==> src/rtl/uart_cmd_ctrl.sv <==
// Command sequencer between uart_core and the MiniGPU register bus: parses
// SYNC/OPC/ADDR[/DATA] frames, issues register strobes, returns one byte per command.
module uart_cmd_ctrl #(
  parameter int          BYTE_TIMEOUT = 50_000,
  parameter int          RD_TIMEOUT   = 256,
  parameter logic [7:0]  ACK_BYTE     = 8'h4B,
  parameter logic [7:0]  ERR_BYTE     = 8'h45
) (
  input  logic       CLK,
  input  logic       rst,
  input  logic [7:0] rx_data,
  input  logic       rx_valid,
  output logic [7:0] tx_data,
  output logic       tx_valid,
  input  logic       tx_ready,
  output logic [7:0] reg_addr,
  output logic [7:0] reg_wdata,
  output logic       reg_we,
  output logic       reg_re,
  input  logic [7:0] reg_rdata,
  input  logic       reg_rvalid,
  output logic       busy,
  output logic [7:0] drop_cnt,
  output logic [2:0] dbg_state
);

  // Handshakes: rx_valid is a one-cycle strobe with no back-pressure (bytes
  // arriving while not parsing are dropped). tx_valid/tx_ready: the byte moves
  // in a cycle where both are 1; until then tx_valid and tx_data hold steady.
  // reg_we/reg_re are single-cycle strobes; reg_rvalid qualifies reg_rdata.

  localparam logic [7:0] SYNC_BYTE = 8'hA5;
  localparam logic [7:0] OPC_WRITE = 8'h01;
  localparam logic [7:0] OPC_READ  = 8'h02;

  localparam int BT_W = (BYTE_TIMEOUT > 2) ? $clog2(BYTE_TIMEOUT) : 1;
  localparam int RT_W = (RD_TIMEOUT > 2) ? $clog2(RD_TIMEOUT) : 1;
  localparam logic [BT_W-1:0] BT_LAST = BT_W'(BYTE_TIMEOUT - 1);
  localparam logic [RT_W-1:0] RT_LAST = RT_W'(RD_TIMEOUT - 1);

  typedef enum logic [2:0] {
    S_IDLE   = 3'd0,
    S_OPC    = 3'd1,
    S_ADDR   = 3'd2,
    S_DATA   = 3'd3,
    S_WR     = 3'd4,
    S_RD     = 3'd5,
    S_WAITRD = 3'd6,
    S_RESP   = 3'd7
  } state_t;

  state_t          state;
  state_t          state_nxt;
  logic            rx_v_q;
  logic [7:0]      rx_d_q;
  logic [7:0]      opc;
  logic [BT_W-1:0] byte_tmr;
  logic [RT_W-1:0] rd_tmr;
  logic [7:0]      resp_byte;

  logic in_frame;
  logic byte_abort;
  logic rd_expire;
  logic bad_opc;
  logic drop_byte;

  // Received bytes are registered once; the FSM acts on the registered copy,
  // which puts reg_we two cycles after the strobe of the DATA byte.
  assign in_frame   = (state == S_OPC) || (state == S_ADDR) || (state == S_DATA);
  assign byte_abort = in_frame && !rx_v_q && (byte_tmr == BT_LAST);
  assign rd_expire  = (state == S_WAITRD) && !reg_rvalid && (rd_tmr == RT_LAST);
  assign bad_opc    = (opc != OPC_WRITE) && (opc != OPC_READ);
  assign drop_byte  = rx_v_q &&
                      (((state == S_IDLE) && (rx_d_q != SYNC_BYTE)) ||
                       (state == S_WR) || (state == S_RD) ||
                       (state == S_WAITRD) || (state == S_RESP));

  always_ff @(posedge CLK or negedge rst) begin
    if (!rst) begin
      state <= S_IDLE;
    end else begin
      state <= state_nxt;
    end
  end

  always_comb begin
    state_nxt = state;
    case (state)
      S_IDLE: begin
        if (rx_v_q && (rx_d_q == SYNC_BYTE)) state_nxt = S_OPC;
      end
      S_OPC: begin
        if (rx_v_q)          state_nxt = S_ADDR;
        else if (byte_abort) state_nxt = S_IDLE;
      end
      S_ADDR: begin
        if (rx_v_q) begin
          if (opc == OPC_WRITE)     state_nxt = S_DATA;
          else if (opc == OPC_READ) state_nxt = S_RD;
          else                      state_nxt = S_RESP;
        end else if (byte_abort) begin
          state_nxt = S_IDLE;
        end
      end
      S_DATA: begin
        if (rx_v_q)          state_nxt = S_WR;
        else if (byte_abort) state_nxt = S_IDLE;
      end
      S_WR:     state_nxt = S_RESP;
      S_RD:     state_nxt = S_WAITRD;
      S_WAITRD: begin
        if (reg_rvalid || rd_expire) state_nxt = S_RESP;
      end
      S_RESP: begin
        if (tx_ready) state_nxt = S_IDLE;
      end
      default:  state_nxt = S_IDLE;
    endcase
  end

  always_comb begin
    reg_we    = 1'b0;
    reg_re    = 1'b0;
    tx_valid  = 1'b0;
    busy      = 1'b1;
    tx_data   = resp_byte;
    dbg_state = state;
    case (state)
      S_IDLE: busy     = 1'b0;
      S_WR:   reg_we   = 1'b1;
      S_RD:   reg_re   = 1'b1;
      S_RESP: tx_valid = 1'b1;
      default: ;
    endcase
  end

  // Datapath: input register, field latches, timers, response byte, drop counter.
  always_ff @(posedge CLK or negedge rst) begin
    if (!rst) begin
      rx_v_q    <= 1'b0;
      rx_d_q    <= 8'h00;
      opc       <= 8'h00;
      reg_addr  <= 8'h00;
      reg_wdata <= 8'h00;
      byte_tmr  <= '0;
      rd_tmr    <= '0;
      resp_byte <= 8'h00;
      drop_cnt  <= 8'h00;
    end else begin
      rx_v_q <= rx_valid;
      rx_d_q <= rx_data;

      if (rx_v_q || !in_frame) byte_tmr <= '0;
      else                     byte_tmr <= byte_tmr + 1'b1;

      // Cleared everywhere outside WAITRD, so it starts at 0 after the reg_re cycle.
      if (state == S_WAITRD) rd_tmr <= rd_tmr + 1'b1;
      else                   rd_tmr <= '0;

      if (rx_v_q) begin
        if (state == S_OPC)  opc       <= rx_d_q;
        if (state == S_ADDR) reg_addr  <= rx_d_q;
        if (state == S_DATA) reg_wdata <= rx_d_q;
      end

      case (state)
        S_ADDR: begin
          if (rx_v_q && bad_opc) resp_byte <= ERR_BYTE;
        end
        S_WR: resp_byte <= ACK_BYTE;
        S_WAITRD: begin
          if (reg_rvalid)     resp_byte <= reg_rdata;
          else if (rd_expire) resp_byte <= ERR_BYTE;
        end
        default: ;
      endcase

      if ((drop_byte || byte_abort) && (drop_cnt != 8'hFF)) begin
        drop_cnt <= drop_cnt + 8'd1;
      end
    end
  end

endmodule
==> config.mk <==
export PLATFORM = sky130hd
export DESIGN_NAME = uart_cmd_ctrl
export DESIGN_NICKNAME = d
export VERILOG_FILES = /design/src/rtl/uart_cmd_ctrl.sv
export SDC_FILE = /design/constraint.sdc
export NUM_CORES = 1
export LEC_CHECK = 0
export ABC_AREA = 0
export BUFFER_PORTS_ARGS = -buffer_cell sky130_fd_sc_hd__buf_2
export CORE_ASPECT_RATIO = 0.9
export CORE_MARGIN = 1
export CORE_UTILIZATION = 55
export CTS_CLUSTER_SIZE = 25
export DETAILED_ROUTE_END_ITERATION = 6
export GPL_TIMING_DRIVEN = 0
export PLACE_DENSITY = 0.77
export SLEW_MARGIN = 10
export SYNTH_ARGS = -nofsm -noshare
export SYNTH_HDL_FRONTEND = slang
export SYNTH_SLANG_ARGS = --single-unit
==> constraint.sdc <==
create_clock -name CLK -period 2.1 [get_ports CLK]
set_input_delay 0.105 -clock CLK [delete_from_list [all_inputs] [get_ports CLK]]
set_output_delay 0.105 -clock CLK [all_outputs]
set_load 0.03 [all_outputs]
==> results.toml, run 1 <==
[sta]
worst_pin_slew_ns = 0.643
period_needed_ns = 1.99
max-slew-margin-rel_pct = 57.0
fin_crit_sh_pct = 94.7
finalHoldViolations = 0
rsz0062_at_grt = "false"
report.final.setup_viol = 0
fin_skew_ns = 0.00903
setup_slack_ns = 0.112
fmax_mhz = 503
drv_slew = 0
setup_tns_ns = 0

[placed_design]
post-place-ws_ns = 0.119
gp_congestion = 0.781
dpl_cell_area_um2 = 3790
portBuffers = 59
post-dp-hpwl_mm = 4.44
dp.cells = 414

[grt]
grt_util_all_layers_pct = 22.6
grt_overflow_total = 0
grt_use_met1_pct = 28.7
grt_max_degree = 44
grt_util_met3_pct = 7.80
grt_pass1_wl_mm = 11.2
grt_pass1_vias = 2399
use_met2_pct = 35.4
grt.busiest_layer = "met2"
antenna_found_initial = 0

[power]
peakVddDrop_mv = 0.674
p_leak_nw = 1.91
power.density_nw_per_um2 = 1310

[critical_path]
crit_chain = "or2_2 -> nor4_4 -> a211oi_4 -> nor2_2 -> mux2_1"
r2r_slack_ns = 0.11
critPathTopFamily = "simple AND/OR/NAND/NOR gates"
reg2regPathDepth = 5
worstSetupStartpointType = "register"
crit_arrival_ns = 2.22
r2r-end = "drop_cnt[1]"
cpMaxStageDelayCell = "dfrtp_1"
worstSetupPathType = "reg2reg"
endpoint_kind = "register"
setup.worst_path.end = "drop_cnt[1]"
worst-path-stages = 5
r2r_start = "dbg_state[2]"
critPathMaxStageDelay_ns = 0.49
startpoint = "dbg_state[2]"
critPathRequiredTime_ns = 2.34
critPathMaxFanout = 8
cp_num_buf_inv = 0

[layout]
final_cells = 444
drive_above_1_share_pct = 32.4
fin_nets = 394
fin_area_um2 = 4140
diodes = 0
syn2layout_area_growth_pct = 22.2

[logic_synthesis]
synth_nets = 308
synth_area_per_cell_um2 = 11.9
async_flop_share_pct = 100
yosys_warnings = 0
seq_area_frac_synth_pct = 56.2
netlist_area_um2 = 3390
ys_ff_latch = 76
synth_cells = 284
synth_top_flop_cell = "dfrtp_1"
synth_edf_count = 0
ys_types = 49

[outcome]
violations = "design-rule violations"
outcome = "finished with violations"

[drt]
wl_per_cell_um = 14.6
routed_wl_mm = 6.47
vias = 2389
via_per_inst = 5.38
drt-initial-drc-count = 148
first_pass_iters = 7
ant_nets = 0
route.detailed.drc = 2

[clock_network]
clock-root-buffer = "clkbuf_8"
cts_tree = "built"
htreeDepth = 3
clock_path_buffers = 2
clock_sinks = 76
cts_buffers = 9
clk_pin_slew_worst_paths_ns = 0.07
clock_latency_ns = 0.35

[die]
start_util_pct = 58.2
std_cell_rows = 26
core-area_um2 = 5820
dieArea_um2 = 6480
io_pins = 60
die_w_um = 84.7
dieHeight_um = 76.4

[hold_path]
hold_class = "in2reg"

[job]
cap_viol_max_count = 0
## cell type report
type                            instances  area, µm²
Sequential cell                        76       1900
Fill cell                             432       1680
Multi-Input combinational cell        192       1420
Timing Repair Buffer                   75        465
Clock buffer                           10        138
Tap cell                               70       87.6
Clock inverter                          5       52.6
Buffer                                  7       43.8
Inverter                                9       33.8
## state kept, by name (all words and copies together) (netlist names)
signal     cells
byte_tmr      16
drop_cnt       8
opc            8
rd_tmr         8
reg_addr       8
reg_wdata      8
rx_d_q         8
tx_data        8
dbg_state      3
rx_v_q         1
## worst reg2reg max path: stages, from the launching register on
cell and delay [ns]:
dfrtp_1 0.49, or2_2 0.39, nor4_4 0.33, a211oi_4 0.16
nor2_2 0.18, mux2_1 0.33
## Yosys cell counts (2+ instances only)
cell type,instances,area (µm²)
nor4_4,2,42.5
buf_6,2,22.5
clkbuf_1,3,11.3
a311oi_1,2,17.5
a21o_1,3,22.5
xnor2_1,8,70.1
and4bb_2,2,25.0
dfrtp_1,76,1900
a21oi_1,11,55.1
ha_1,3,37.5
buf_2,2,10.0
or3_1,4,25.0
a31oi_1,2,12.5
nand3_1,10,50.1
nand2_1,17,63.8
nor2_1,33,124
mux2_2,23,259
nor3_1,8,40.0
a22o_1,3,26.3
nand2b_1,2,12.5
xor2_1,16,140
and3_1,4,25.0
o21ai_0,5,25.0
inv_1,9,33.8
nand4_1,4,25.0
and2_1,6,37.5
nor4b_4,2,47.6
## per-layer routing
metal / share of wire (%) / vias up
met3: 4.6 / 12
met4: 1.6 / 0
li1: - / 1164
met5: 0 / -
met1: 45 / 1166
met2: 49 / 47
## report_power, final
part	internal (mW)	switching, mW
combinational	0.806	1.41
sequential	1.88	0.271
clock	0.568	0.500
total	3.25	2.18
## metrics by stage
| step | hold slack (ns) | utilization, % | power (mW) |
|---|---|---|---|
| global route | 0.00821 | 71.1 | 5.77 |
| global placement | 0.214 | 64.7 | 4.28 |
| finish | 0.0216 | 71.1 | 5.43 |
| detailed placement | 0.0749 | 65.1 | 4.35 |
| floorplan | -0.191 | - | 3.72 |
| CTS | 0.0117 | 70.8 | 5.46 |
## layout by cell type (no fill, tap or decap), types with 3 or more instances in the layout
cell type,synthesis,routed
a21o_1,3,3
a21oi_1,11,11
a22o_1,3,3
and2_1,6,6
and3_1,4,4
buf_2,2,60
clkbuf_1,3,3
clkbuf_8,0,10
clkinv_2,0,3
dfrtp_1,76,76
dlygate4sd3_1,0,14
ha_1,3,3
inv_1,9,9
mux2_2,23,23
nand2_1,17,17
nand3_1,10,10
nand4_1,4,4
nor2_1,33,33
nor3_1,8,8
o21ai_0,5,5
or3_1,4,4
xnor2_1,8,8
xor2_1,16,16
## kinds of logic after synthesis
logic type,share of synthesized area (%)
fa+ha+maj,1.11
compound gates,7.87
xor+xnor,6.21
flops,56.2
mux,7.98
simple gates,18.4
buf+inv,2.29
## worst min path at each step
stage / start / endpoint / slack, ns / cells past startpoint
global placement: rx_data[5] / rx_d_q[5] / 0.21 / 1
finish: reg_rdata[4] / tx_data[4] / 0.02 / 2
CTS: reg_rdata[4] / tx_data[4] / 0.01 / 2
global route: reg_rdata[4] / tx_data[4] / 0.008 / 2
detailed placement: rst / reg_wdata[3] / 0.07 / 1
floorplan: rst / byte_tmr[0] / -0.19 / 0
## timing repair
item / in CTS / in global routing
resized for setup: 0 / 2
hold endpoints to repair: 46 / 0
buffers inserted: 0 / 1
setup endpoints to repair: 0 / 27
hold buffers: 14 / 0
Note: power is estimated with default switching activity, not from simulation.
==> run 2, diff against run 1 <==
--- a/config.mk
+++ b/config.mk
@@ -13,7 +13,7 @@
 export CTS_CLUSTER_SIZE = 25
 export DETAILED_ROUTE_END_ITERATION = 6
 export GPL_TIMING_DRIVEN = 0
-export PLACE_DENSITY = 0.77
+export PLACE_DENSITY = 0.82
 export SLEW_MARGIN = 10
 export SYNTH_ARGS = -nofsm -noshare
 export SYNTH_HDL_FRONTEND = slang
==> results.toml, run 2 (synthesis gave the netlist of run 1 again) <==
[clock_network]
cts_buffers = 9
clock-root-buffer = "clkbuf_8"
htreeDepth = 3
clock_sinks = 76
clock_latency_ns = 0.35
cts_tree = "built"
clock_path_buffers = 2
clk_pin_slew_worst_paths_ns = 0.08

[sta]
max-slew-margin-rel_pct = 56.5
setup_tns_ns = 0
fin_hold_ws_ns = 0.0698
report.final.setup_viol = 0
worst_pin_slew_ns = 0.650
fin_skew_ns = 0.00723
rsz0062_at_grt = "false"
period_needed_ns = 1.97
finalHoldViolations = 0
fin_crit_sh_pct = 93.8
fmax_mhz = 508
drv_slew = 0

[critical_path]
critPathMaxFanout = 8
endpoint_kind = "register"
worstSetupPathType = "reg2reg"
reg2regPathDepth = 5
r2r_slack_ns = 0.13
crit_arrival_ns = 2.25
worstSetupStartpointType = "register"
critPathRequiredTime_ns = 2.38

[grt]
grt_pass1_vias = 2458
grt_util_all_layers_pct = 23.0
grt_max_degree = 59
grt_overflow_total = 0
grt_pass1_wl_mm = 11.5
antenna_found_initial = 0

[layout]
drive_above_1_share_pct = 31.8
fin_nets = 393
regMostFlops = "byte_tmr"
largest_register_ffs = 16
layout_commonest_cell = "dfrtp_1"
layout_common_cells = "76 x dfrtp_1, 60 x buf_2, 33 x nor2_1, 23 x mux2_2, 17 x nand2_1"
diodes = 0
syn2layout_area_growth_pct = 22.5

[outcome]
outcome = "finished with violations"
violations = "design-rule violations"

[die]
core-area_um2 = 5820
dieArea_um2 = 6480
std_cell_rows = 26
die_w_um = 84.7
io_pins = 60
start_util_pct = 58.2
dieHeight_um = 76.4

[placed_design]
gp_congestion = 0.784
portBuffers = 59
post-dp-hpwl_mm = 4.54

[power]
peakVddDrop_mv = 0.728
p_leak_nw = 1.92
power.density_nw_per_um2 = 1320

[drt]
routed_wl_mm = 6.77
route.detailed.drc = 2
vias = 2446
drt-initial-drc-count = 77
wl_per_cell_um = 15.2
ant_nets = 0
via_per_inst = 5.51
first_pass_iters = 6

[hold_path]
worstHoldPathCells = 3
hold_class = "in2reg"

[job]
cap_viol_max_count = 0
## run 2: worst paths after layout
check	startpoint	endpoint
min in group asynchronous	rst	reg_addr[5]
worst max-delay path	opc[5]	tx_data[4]
max in group asynchronous	rst	rx_v_q
worst min-delay path	reg_rdata[0]	tx_data[0]
worst max register to register	opc[5]	tx_data[4]
worst min register to register	rd_tmr[0]	rd_tmr[0]
## run 2: routing by layer
metal | global-route usage, % | wire, µm | up-vias
li1 | - | - | 1168
met1 | 29.0 | 3000 | 1202
met2 | 36.3 | 3280 | 60
met3 | 7.80 | 335 | 16
met4 | 9.49 | 156 | 0
met5 | 0 | 0 | -
## run 2: critical path, stage by stage (launching register included)
cell     delay [ns]
dfrtp_1        0.38
or4_1          0.53
nor3_1         0.31
a21oi_1        0.15
o21ai_2        0.34
a22o_1         0.20
## run 2: power breakdown
part | leakage (nW) | internal, mW | switching [mW]
clock network | 0.102 | 0.610 | 0.514
registers | 0.960 | 1.88 | 0.277
logic | 0.856 | 0.800 | 1.41
## run 2: timing repair
item                       in CTS  in global routing
buffers inserted                0                  0
hold endpoints to repair       89                  0
setup endpoints to repair       0                  4
gates resized for setup         0                  1
hold buffers                   14                  0
## run 2: stage by stage
| step | power [mW] | util [%] | cell area, µm² | cells | worst slack [ns] |
|---|---|---|---|---|---|
| floorplan | 3.72 | - | 3390 | 284 | 0.137 |
| global placement | 4.27 | 64.7 | 3770 | 413 | 0.123 |
| detailed placement | 4.35 | 65.3 | 3800 | 414 | 0.120 |
| CTS | 5.51 | 71.1 | 4140 | 444 | 0.0941 |
| global route | 5.81 | 71.3 | 4150 | 444 | 0.00195 |
| finish | 5.49 | 71.3 | 4150 | 444 | 0.130 |
## run 2: cell type report
class	instances	area, µm²
Clock buffer	12	155
Fill cell	400	1670
Inverter	9	33.8
Timing Repair Buffer	74	465
Buffer	7	43.8
Tap cell	70	87.6
Sequential cell	76	1900
Multi-Input combinational cell	192	1410
Clock inverter	4	47.5
